[src/rtl/button_conditioner_pkg.sv]
// Shared definitions for the push-button conditioner: per-button FSM encoding,
// button bit positions in the {L,R,U,D,C} vectors, and counter sizing.
package button_conditioner_pkg;

   typedef enum logic [4:0] {
      ST_IDLE  = 5'b00001,
      ST_WQ    = 5'b00010,
      ST_PULSE = 5'b00100,
      ST_HOLD  = 5'b01000,
      ST_WR    = 5'b10000
   } btn_state_t;

   localparam int NUM_BTNS = 5;
   localparam int BTN_L    = 4;
   localparam int BTN_R    = 3;
   localparam int BTN_U    = 2;
   localparam int BTN_D    = 1;
   localparam int BTN_C    = 0;

   // Counter must hold values up to max(deb, rep)-1; never narrower than 1 bit.
   function automatic int cnt_width(input int deb, input int rep);
      int m;
      m = (deb > rep) ? deb : rep;
      return ($clog2(m) < 1) ? 1 : $clog2(m);
   endfunction

endpackage

[src/rtl/btn_debounce_pulse.sv]
// One button path: 2-flop synchroniser, shared debounce/repeat counter and a
// Moore FSM producing a one-cycle press pulse plus the debounced level.
module btn_debounce_pulse
   import button_conditioner_pkg::*;
#(
   parameter int DEB_CYCLES    = 500000,
   parameter int REPEAT_CYCLES = 25000000,
   parameter bit REPEAT_EN     = 1'b0
) (
   input  logic Clk,
   input  logic Reset,
   input  logic btn,
   output logic pulse,
   output logic level
);

   localparam int CW = cnt_width(DEB_CYCLES, REPEAT_CYCLES);
   localparam logic [CW-1:0] DEB_LAST = CW'(DEB_CYCLES - 1);
   localparam logic [CW-1:0] REP_LAST = CW'(REPEAT_CYCLES - 1);

   logic          sync_p0;
   logic          sync_p1;
   btn_state_t    state;
   logic [CW-1:0] cnt;

   // synchroniser stage
   always_ff @(posedge Clk or posedge Reset) begin
      if (Reset) begin
         sync_p0 <= 1'b0;
         sync_p1 <= 1'b0;
      end else begin
         sync_p0 <= btn;
         sync_p1 <= sync_p0;
      end
   end

   // FSM stage: pulse/level are registered alongside the state they decode
   always_ff @(posedge Clk or posedge Reset) begin
      if (Reset) begin
         state <= ST_IDLE;
         cnt   <= '0;
         pulse <= 1'b0;
         level <= 1'b0;
      end else begin
         case (state)
            ST_IDLE: begin
               pulse <= 1'b0;
               level <= 1'b0;
               if (sync_p1) begin
                  state <= ST_WQ;
                  cnt   <= '0;
               end
            end
            ST_WQ: begin
               if (!sync_p1) begin
                  state <= ST_IDLE;
                  pulse <= 1'b0;
                  level <= 1'b0;
               end else if (cnt == DEB_LAST) begin
                  state <= ST_PULSE;
                  pulse <= 1'b1;
                  level <= 1'b1;
               end else begin
                  cnt   <= cnt + 1'b1;
                  pulse <= 1'b0;
                  level <= 1'b0;
               end
            end
            ST_PULSE: begin
               state <= ST_HOLD;
               cnt   <= '0;
               pulse <= 1'b0;
               level <= 1'b1;
            end
            ST_HOLD: begin
               level <= 1'b1;
               pulse <= 1'b0;
               if (!sync_p1) begin
                  state <= ST_WR;
                  cnt   <= '0;
               end else if (REPEAT_EN) begin
                  if (cnt == REP_LAST) begin
                     state <= ST_PULSE;
                     pulse <= 1'b1;
                  end else begin
                     cnt <= cnt + 1'b1;
                  end
               end else begin
                  cnt <= '0;
               end
            end
            ST_WR: begin
               pulse <= 1'b0;
               if (sync_p1) begin
                  // Release glitch: back to HOLD without a new pulse
                  state <= ST_HOLD;
                  cnt   <= '0;
                  level <= 1'b1;
               end else if (cnt == DEB_LAST) begin
                  state <= ST_IDLE;
                  level <= 1'b0;
               end else begin
                  cnt   <= cnt + 1'b1;
                  level <= 1'b1;
               end
            end
            default: begin
               state <= ST_IDLE;
               cnt   <= '0;
               pulse <= 1'b0;
               level <= 1'b0;
            end
         endcase
      end
   end

endmodule

[src/rtl/button_conditioner.sv]
// Five independent button conditioners between the board pins and the game
// FSM; REPEAT_MASK ({L,R,U,D,C}) selects which buttons auto-repeat.
module button_conditioner
   import button_conditioner_pkg::*;
#(
   parameter int         DEB_CYCLES    = 500000,
   parameter int         REPEAT_CYCLES = 25000000,
   parameter logic [4:0] REPEAT_MASK   = 5'b01010
) (
   input  logic       Clk,
   input  logic       Reset,
   input  logic       BtnL,
   input  logic       BtnR,
   input  logic       BtnU,
   input  logic       BtnD,
   input  logic       BtnC,
   output logic       Lbtn,
   output logic       Rbtn,
   output logic       Ubtn,
   output logic       Dbtn,
   output logic       Cbtn,
   output logic [4:0] Levels
);

   logic [NUM_BTNS-1:0] raw;
   logic [NUM_BTNS-1:0] pulses;
   logic [NUM_BTNS-1:0] levels;

   assign raw[BTN_L] = BtnL;
   assign raw[BTN_R] = BtnR;
   assign raw[BTN_U] = BtnU;
   assign raw[BTN_D] = BtnD;
   assign raw[BTN_C] = BtnC;

   for (genvar i = 0; i < NUM_BTNS; i++) begin : g_btn
      btn_debounce_pulse #(
         .DEB_CYCLES   (DEB_CYCLES),
         .REPEAT_CYCLES(REPEAT_CYCLES),
         .REPEAT_EN    (REPEAT_MASK[i])
      ) u_btn (
         .Clk  (Clk),
         .Reset(Reset),
         .btn  (raw[i]),
         .pulse(pulses[i]),
         .level(levels[i])
      );
   end

   assign Lbtn   = pulses[BTN_L];
   assign Rbtn   = pulses[BTN_R];
   assign Ubtn   = pulses[BTN_U];
   assign Dbtn   = pulses[BTN_D];
   assign Cbtn   = pulses[BTN_C];
   assign Levels = levels;

endmodule

[config.mk]
export PLATFORM = sky130hd
export DESIGN_NAME = button_conditioner
export DESIGN_NICKNAME = d
export VERILOG_FILES = /design/src/rtl/button_conditioner_pkg.sv /design/src/rtl/btn_debounce_pulse.sv /design/src/rtl/button_conditioner.sv
export SDC_FILE = /design/constraint.sdc
export NUM_CORES = 1
export LEC_CHECK = 0
export BUFFER_PORTS_ARGS = -buffer_cell sky130_fd_sc_hd__buf_2
export CAP_MARGIN = 10
export CORE_ASPECT_RATIO = 0.7
export CORE_UTILIZATION = 64
export CTS_CLUSTER_DIAMETER = 100
export DETAILED_ROUTE_END_ITERATION = 12
export HOLD_SLACK_MARGIN = 0.15
export PLACE_DENSITY = 0.85
export SLEW_MARGIN = 10
export SYNTH_ARGS = -nofsm -noshare
export SYNTH_HDL_FRONTEND = slang
export SYNTH_SLANG_ARGS = --single-unit
export TNS_END_PERCENT = 1
[constraint.sdc]
create_clock -name Clk -period 5.7 [get_ports Clk]
set_input_delay 0.285 -clock Clk [delete_from_list [all_inputs] [get_ports Clk]]
set_output_delay 0.285 -clock Clk [all_outputs]
set_load 0.005 [all_outputs]
==> flow_metrics.env, run 1 <==
export IMPL_status="completed"
export IMPL_coreArea_um2=14800
export IMPL_power_per_cell_area_nw_per_um2=318
export IMPL_period_minus_slack_ns=2.66
export IMPL_row_count=37
export IMPL_hold_path_end="g_btn[0].u_btn.sync_p1"
export IMPL_worst_pin_slew_ns=1.13
export IMPL_wl_per_cell_um=16.5
export IMPL_max_freq_mhz=376
export IMPL_r2r_slack_ns=3.04
export IMPL_cts_htree_levels=4
export IMPL_fin_area_um2=10500
export IMPL_viasPerCell=6.38
export IMPL_crit_chain="nand3b_1 > or4_4 > nor4_4 > a21bo_1 > nor3_2 > mux2_4"
export IMPL_switchingPower_mw=1.16
export IMPL_initial_core_util=0.662
export IMPL_syn_inst=1099
export IMPL_whs_ns=0.348
export IMPL_critPathRequiredTime_ns=6.02
export IMPL_grt_pass1_wl_mm=36.7
export IMPL_cp_max_fo=19
export IMPL_numCtsBuffers=17
export IMPL_intPower_mw=2.18
export IMPL_cts_tree="built"
export IMPL_clock_skew_ns=0.0120
export IMPL_synth_xor_xnor_area_share=0.0652
export IMPL_fill_cells=1128
export IMPL_synthArstFlopShare=1.00
export IMPL_cts_buffer_depth=2
export IMPL_boundaryPins=17
export IMPL_first_pass_iters=6
export IMPL_r2r_end="g_btn[1].u_btn.cnt[21]"
export IMPL_peakVddDrop_mv=0.186
export IMPL_final_common_cell="dfrtp_1"
export IMPL_cts_setup_buffers=0
export IMPL_synth_avg_cell_area_um2=8.92
export IMPL_diodes=0
export IMPL_period_share=0.466
export IMPL_finalNonFillerCells=1295
export IMPL_grt_pass1_vias=7607
export IMPL_drc_errors=0
export IMPL_combPwrFrac=0.251
export IMPL_postRouteAntennaNets=0
export IMPL_startpoint="g_btn[1].u_btn.cnt[8]"
export IMPL_area_growth_synth_to_final_pct=7.07
export IMPL_cts_root_buf="clkbuf_16"
export IMPL_synthAdderAreaFrac=0.00638
export IMPL_maxSlewHeadroom=0.241
export IMPL_tns_ns=0
export IMPL_numPortBuffers=16
export IMPL_setup_viol=0
export IMPL_die_area_um2=15800
export IMPL_clock_power_share=0.317
export IMPL_synth_edff_count=0
export IMPL_finish_utilization=0.708
export IMPL_hold_start="g_btn[0].u_btn.sync_p0"
export IMPL_cts_sinks=170
export IMPL_synth_cell_types=80
export IMPL_ys_flop_type="dfrtp_1"
export IMPL_whs_path_depth=0
export IMPL_grt_start_max_net_pins=86
export IMPL_seq_area_frac_synth=0.435
export IMPL_drive_gt1_frac=0.0891
export IMPL_drt_iter0_drc=857
export IMPL_grt_total_usage=0.287
export IMPL_final_cell_mix="dfrtp_1, nor2_1, nand2_1"
export IMPL_vias=8266
export IMPL_synth_compound_area_frac=0.147
export IMPL_critPathMaxStageDelay_ns=0.59
export IMPL_routed_wl_mm=21.3
export IMPL_cpMaxStageDelayCell="a21bo_1"
export IMPL_yosys_warnings=0
export IMPL_path_class="reg2reg"
export IMPL_leakage_nw=4.17
export IMPL_cts_resized=0
export IMPL_synthMuxAreaShare=0.0124
export IMPL_seqPwrFrac=0.432
export IMPL_fin_ws_ns=3.04
export IMPL_finalHoldViolCount=0
export IMPL_fp_dieH_um=106
export IMPL_worstSetupEndpointType="flop"
export IMPL_post_dp_hpwl_mm=14.0
export IMPL_worst_hold_path_type="reg2reg"
export IMPL_switching_share=0.346
export IMPL_post_dp_cell_area_um2=9900
export IMPL_rsz0062_at_grt="false"
export IMPL_pre_cts_ws_ns=3.11
export IMPL_synth_top_family_by_area="simple AND/OR/NAND/NOR gates"
export IMPL_syn_nets=1111
export IMPL_cp_start_kind="flop"
export IMPL_path_clk_slew_ns=0.07
export IMPL_routabilityCongestion=0.910
export IMPL_die_x_um=150
export IMPL_total_power_mw=3.34
export IMPL_r2r_start="g_btn[1].u_btn.cnt[8]"
export IMPL_arrival_ns=2.97
export IMPL_ys_ff_latch=170
export IMPL_synth_area_um2=9800
export IMPL_insertion_delay_ns=0.44
export IMPL_yosys_area_share_simple=0.296
export IMPL_grt_antenna_before_repair=0
export IMPL_placed_cells=1257
export IMPL_overflow=0
export IMPL_ff2ff_path_depth=6
export IMPL_final_nets=1099
export IMPL_slew_viol_final=0
export IMPL_drv_cap=0
==> area by class of cell <==
class | count | area (µm²) | share of cell area
inverters | 24 | 95.1 | 0.00906
multi-input cells | 845 | 5170 | 0.493
well taps | 195 | 244 | 0.0233
clock inverters | 7 | 43.8 | 0.00417
clock buffers | 25 | 485 | 0.0463
repair buffers | 29 | 193 | 0.0184
flip-flops and latches | 170 | 4260 | 0.406
==> per-layer routing <==
layer | part of all wire | global-route usage | wire length, µm | vias up
met2 | 0.44 | 0.413 | 9320 | 307
met1 | 0.49 | 0.439 | 10400 | 3965
li1 | - | - | - | 3964
met5 | 0 | 0 | 0 | -
met3 | 0.063 | 0.0558 | 1350 | 30
met4 | 0.011 | 0.0786 | 245 | 0
==> worst max-delay path by stage <==
stage | endpoint | slack, ns | depth (start not counted)
finish | g_btn[1].u_btn.cnt[21] | 3.04 | 6
global route | g_btn[4].u_btn.cnt[9] | 2.91 | 6
CTS | g_btn[1].u_btn.cnt[21] | 3.10 | 6
detailed placement | g_btn[1].u_btn.cnt[21] | 3.11 | 6
global placement | g_btn[1].u_btn.cnt[21] | 3.22 | 6
floorplan | g_btn[0].u_btn.cnt[0] | 0.82 | 1
==> synthesized netlist by cell type, types with 6 or more instances <==
cell        n  area share
inv_1      24      0.0092
a21oi_1    45       0.023
nand3_1    51       0.026
or4_1       6      0.0046
and3_1     22       0.014
buf_4       7      0.0054
nand2b_1   20       0.013
a41oi_1    11      0.0098
mux2i_1     8      0.0082
nor2b_1    19       0.012
or3_1      11      0.0070
and2_1      6      0.0038
o21ai_0    70       0.036
xnor2_1    39       0.035
nand2_1    75       0.029
clkbuf_1   36       0.014
buf_2      13      0.0066
nor4_1     20       0.013
nor3_1     42       0.021
a31oi_1    14      0.0089
nor4b_1    15       0.013
nand4_1    44       0.028
o21ai_1     7      0.0036
nand3b_1   10      0.0077
xor2_1     34       0.030
and4_1     12       0.011
o31ai_1    18       0.014
nor2_1    149       0.057
dfrtp_1   165        0.42
==> cell families (layout without fill, tap and decap cells) <==
| group | Yosys count | in the layout |
|---|---|---|
| flops | 170 | 170 |
| fa+ha+maj | 5 | 5 |
| buf+inv | 84 | 85 |
| simple gates | 536 | 536 |
| xor+xnor | 73 | 73 |
| mux | 11 | 11 |
| compound gates | 220 | 220 |
==> flip-flops by register name (all words and copies together) (netlist names) <==
signal	flops
g_btn.u_btn.cnt	125
g_btn.u_btn.level	5
g_btn.u_btn.pulse	5
g_btn.u_btn.state	25
g_btn.u_btn.sync_p0	5
g_btn.u_btn.sync_p1	5
==> critical path, delay by kind of cell (launching register included) <==
family	cells	cell delay, ns
AO/OA/AOI/OAI	1	0.59
flip-flops	1	0.47
multiplexers	1	0.31
AND/OR/NAND/NOR	4	1.16
==> power by group through the flow <==
| stage | Clock (mW) | Combinational, mW | Sequential, mW |
|---|---|---|---|
| after floorplan | 0 | 0.775 | 1.35 |
| after global placement | 0 | 0.809 | 1.46 |
| after detailed placement | 0 | 0.831 | 1.46 |
| after CTS | 1.08 | 0.837 | 1.44 |
| after global routing | 1.13 | 0.941 | 1.46 |
| final | 1.06 | 0.839 | 1.44 |
==> what timing repair did <==
action | in CTS | in global routing
hold buffers | 6 | 0
setup endpoints to repair | 0 | 0
hold endpoints to repair | 86 | 0
(Power assumes the default switching activity.)
==> run 2: changes to the inputs <==
==> constraint.sdc (replaced) <==
create_clock -name Clk -period 2.62 [get_ports Clk]
set_input_delay 0.131 -clock Clk [delete_from_list [all_inputs] [get_ports Clk]]
set_output_delay 0.131 -clock Clk [all_outputs]
set_load 0.005 [all_outputs]
==> flow_metrics.env, run 2 (synthesis results as in run 1) <==
export IMPL_final_nets=1110
export IMPL_die_area_um2=15800
export IMPL_crit_chain="nand3b_1 > or4_4 > nor4_4 > a21bo_1 > buf_4 > o21ai_0 > o31ai_1"
export IMPL_insertion_delay_ns=0.44
export IMPL_whs_path_depth=2
export IMPL_top_register="g_btn.u_btn.cnt"
export IMPL_period_share=0.940
export IMPL_cts_resized=0
export IMPL_post_dp_hpwl_mm=14.0
export IMPL_status="completed"
export IMPL_grt_pass1_wl_mm=37.0
export IMPL_power_per_cell_area_nw_per_um2=728
export IMPL_boundaryPins=17
export IMPL_drc_errors=0
export IMPL_first_pass_iters=5
export IMPL_max_freq_mhz=406
export IMPL_initial_core_util=0.662
export IMPL_tns_ns=0
export IMPL_viasPerCell=6.39
export IMPL_met3_usage=0.0545
export IMPL_area_growth_synth_to_final_pct=9.28
export IMPL_r2r_slack_ns=0.16
export IMPL_vias=8341
export IMPL_coreArea_um2=14800
export IMPL_grt_busiest_layer="met2"
export IMPL_worstSetupEndpointType="flop"
export IMPL_final_common_cell="dfrtp_1"
export IMPL_leakage_nw=4.30
export IMPL_hold_start="BtnD"
export IMPL_cp_max_fo=11
export IMPL_postRouteAntennaNets=0
export IMPL_overflow=0
export IMPL_routabilityCongestion=0.934
export IMPL_slew_viol_final=0
export IMPL_cp_start_kind="flop"
export IMPL_grt_total_usage=0.290
export IMPL_cts_root_buf="clkbuf_16"
export IMPL_final_cell_mix="dfrtp_1, nor2_1, nand2_1"
export IMPL_setup_viol=0
export IMPL_hold_path_end="g_btn[1].u_btn.sync_p0"
export IMPL_largest_register_ffs=125
export IMPL_worst_hold_path_type="in2reg"
export IMPL_critPathMaxStageDelay_ns=0.56
export IMPL_maxSlewHeadroom=0.368
export IMPL_path_clk_slew_ns=0.07
export IMPL_r2r_end="g_btn[1].u_btn.cnt[9]"
export IMPL_drt_iter0_drc=1065
export IMPL_cts_buffer_depth=2
export IMPL_period_minus_slack_ns=2.46
export IMPL_cts_htree_levels=4
export IMPL_numPortBuffers=16
export IMPL_fp_dieH_um=106
export IMPL_routed_wl_mm=21.6
export IMPL_cts_sinks=170
export IMPL_grt_start_max_net_pins=171
export IMPL_r2r_start="g_btn[1].u_btn.cnt[8]"
export IMPL_met1_usage=0.428
export IMPL_path_class="reg2reg"
export IMPL_die_x_um=150
export IMPL_cpMaxStageDelayCell="or4_4"
export IMPL_drive_gt1_frac=0.102
export IMPL_diodes=0
export IMPL_grt_use_met2=0.439
export IMPL_cts_tree="built"
export IMPL_arrival_ns=2.80
export IMPL_numCtsBuffers=17
export IMPL_drv_cap=0
export IMPL_row_count=37
export IMPL_cts_setup_buffers=0
export IMPL_grt_pass1_vias=7682
export IMPL_critPathRequiredTime_ns=2.95
export IMPL_rsz0062_at_grt="false"
export IMPL_reg_largest_list="g_btn.u_btn.cnt x125, g_btn.u_btn.state x25"
export IMPL_worst_pin_slew_ns=0.949
export IMPL_ff2ff_path_depth=7
export IMPL_finalHoldViolCount=0
export IMPL_grt_antenna_before_repair=0
export IMPL_peakVddDrop_mv=0.334
export IMPL_wl_per_cell_um=16.5
export IMPL_finish_utilization=0.723
export IMPL_clock_skew_ns=0.0114
[run 2: cell types whose count changed in the layout (fill, tap and decap cells not counted), sizes merged]
cell	previous run	this run
buf	23	34
clkbuf	25	20
bufinv	0	5
clkinv	5	6
inv	24	23
[run 2: worst max-delay path by stage]
| stage | from | to | slack, ns |
|---|---|---|---|
| global placement | g_btn[1].u_btn.cnt[0] | g_btn[1].u_btn.cnt[17] | 0.27 |
| finish | g_btn[1].u_btn.cnt[8] | g_btn[1].u_btn.cnt[9] | 0.16 |
| floorplan | Reset | g_btn[0].u_btn.cnt[0] | 0.32 |
| detailed placement | g_btn[1].u_btn.cnt[0] | g_btn[1].u_btn.cnt[17] | 0.22 |
| CTS | g_btn[1].u_btn.cnt[0] | g_btn[1].u_btn.cnt[17] | 0.20 |
| global route | g_btn[2].u_btn.cnt[0] | g_btn[2].u_btn.cnt[24] | 0.04 |
[run 2: critical path, delay by kind of cell (launching register included)]
| family | cells | cell delay [ns] |
|---|---|---|
| AND/OR/NAND/NOR | 3 | 1.02 |
| buffers and inverters | 1 | 0.24 |
| flip-flops | 1 | 0.46 |
| AO/OA/AOI/OAI | 3 | 0.64 |
[run 2: through the flow]
| step | area [µm²] | cells | power (mW) | hold slack (ns) | setup WS, ns |
|---|---|---|---|---|---|
| final | 10700 | 1306 | 7.80 | 0.325 | 0.156 |
| after global routing | 10700 | 1306 | 8.20 | 0.326 | 0.0357 |
| after floorplan | 9800 | 1099 | 4.63 | 0.162 | 0.324 |
| after detailed placement | 10000 | 1268 | 5.00 | 0.240 | 0.222 |
| after global placement | 10000 | 1268 | 4.94 | 0.239 | 0.269 |
| after CTS | 10700 | 1306 | 7.81 | 0.318 | 0.200 |
[run 2: power breakdown]
part           switching [mW]  leakage, nW  internal, mW
Combinational            1.18         1.65         0.690
Sequential              0.312         2.32          2.81
Clock                    1.07        0.320          1.74
[run 2: area by class of cell]
cell class                      instances  area (µm²)
Timing Repair Buffer                   40         288
Fill cell                            1109        4100
Multi-Input combinational cell        845        5170
Inverter                               24        93.8
Sequential cell                       170        4260
Clock buffer                           20         457
Tap cell                              195         244
Clock inverter                         12         195
[run 2: timing repair]
| action | CTS | global route |
|---|---|---|
| endpoints found under the setup margin | 0 | 0 |
| endpoints found under the hold margin | 170 | 0 |
| hold buffers | 6 | 0 |
[run 2: per-layer routing]
layer	part of all wire	vias up
met1	0.47	4022
met4	0.0092	0
met2	0.46	309
met5	0	-
li1	-	3986
met3	0.064	24
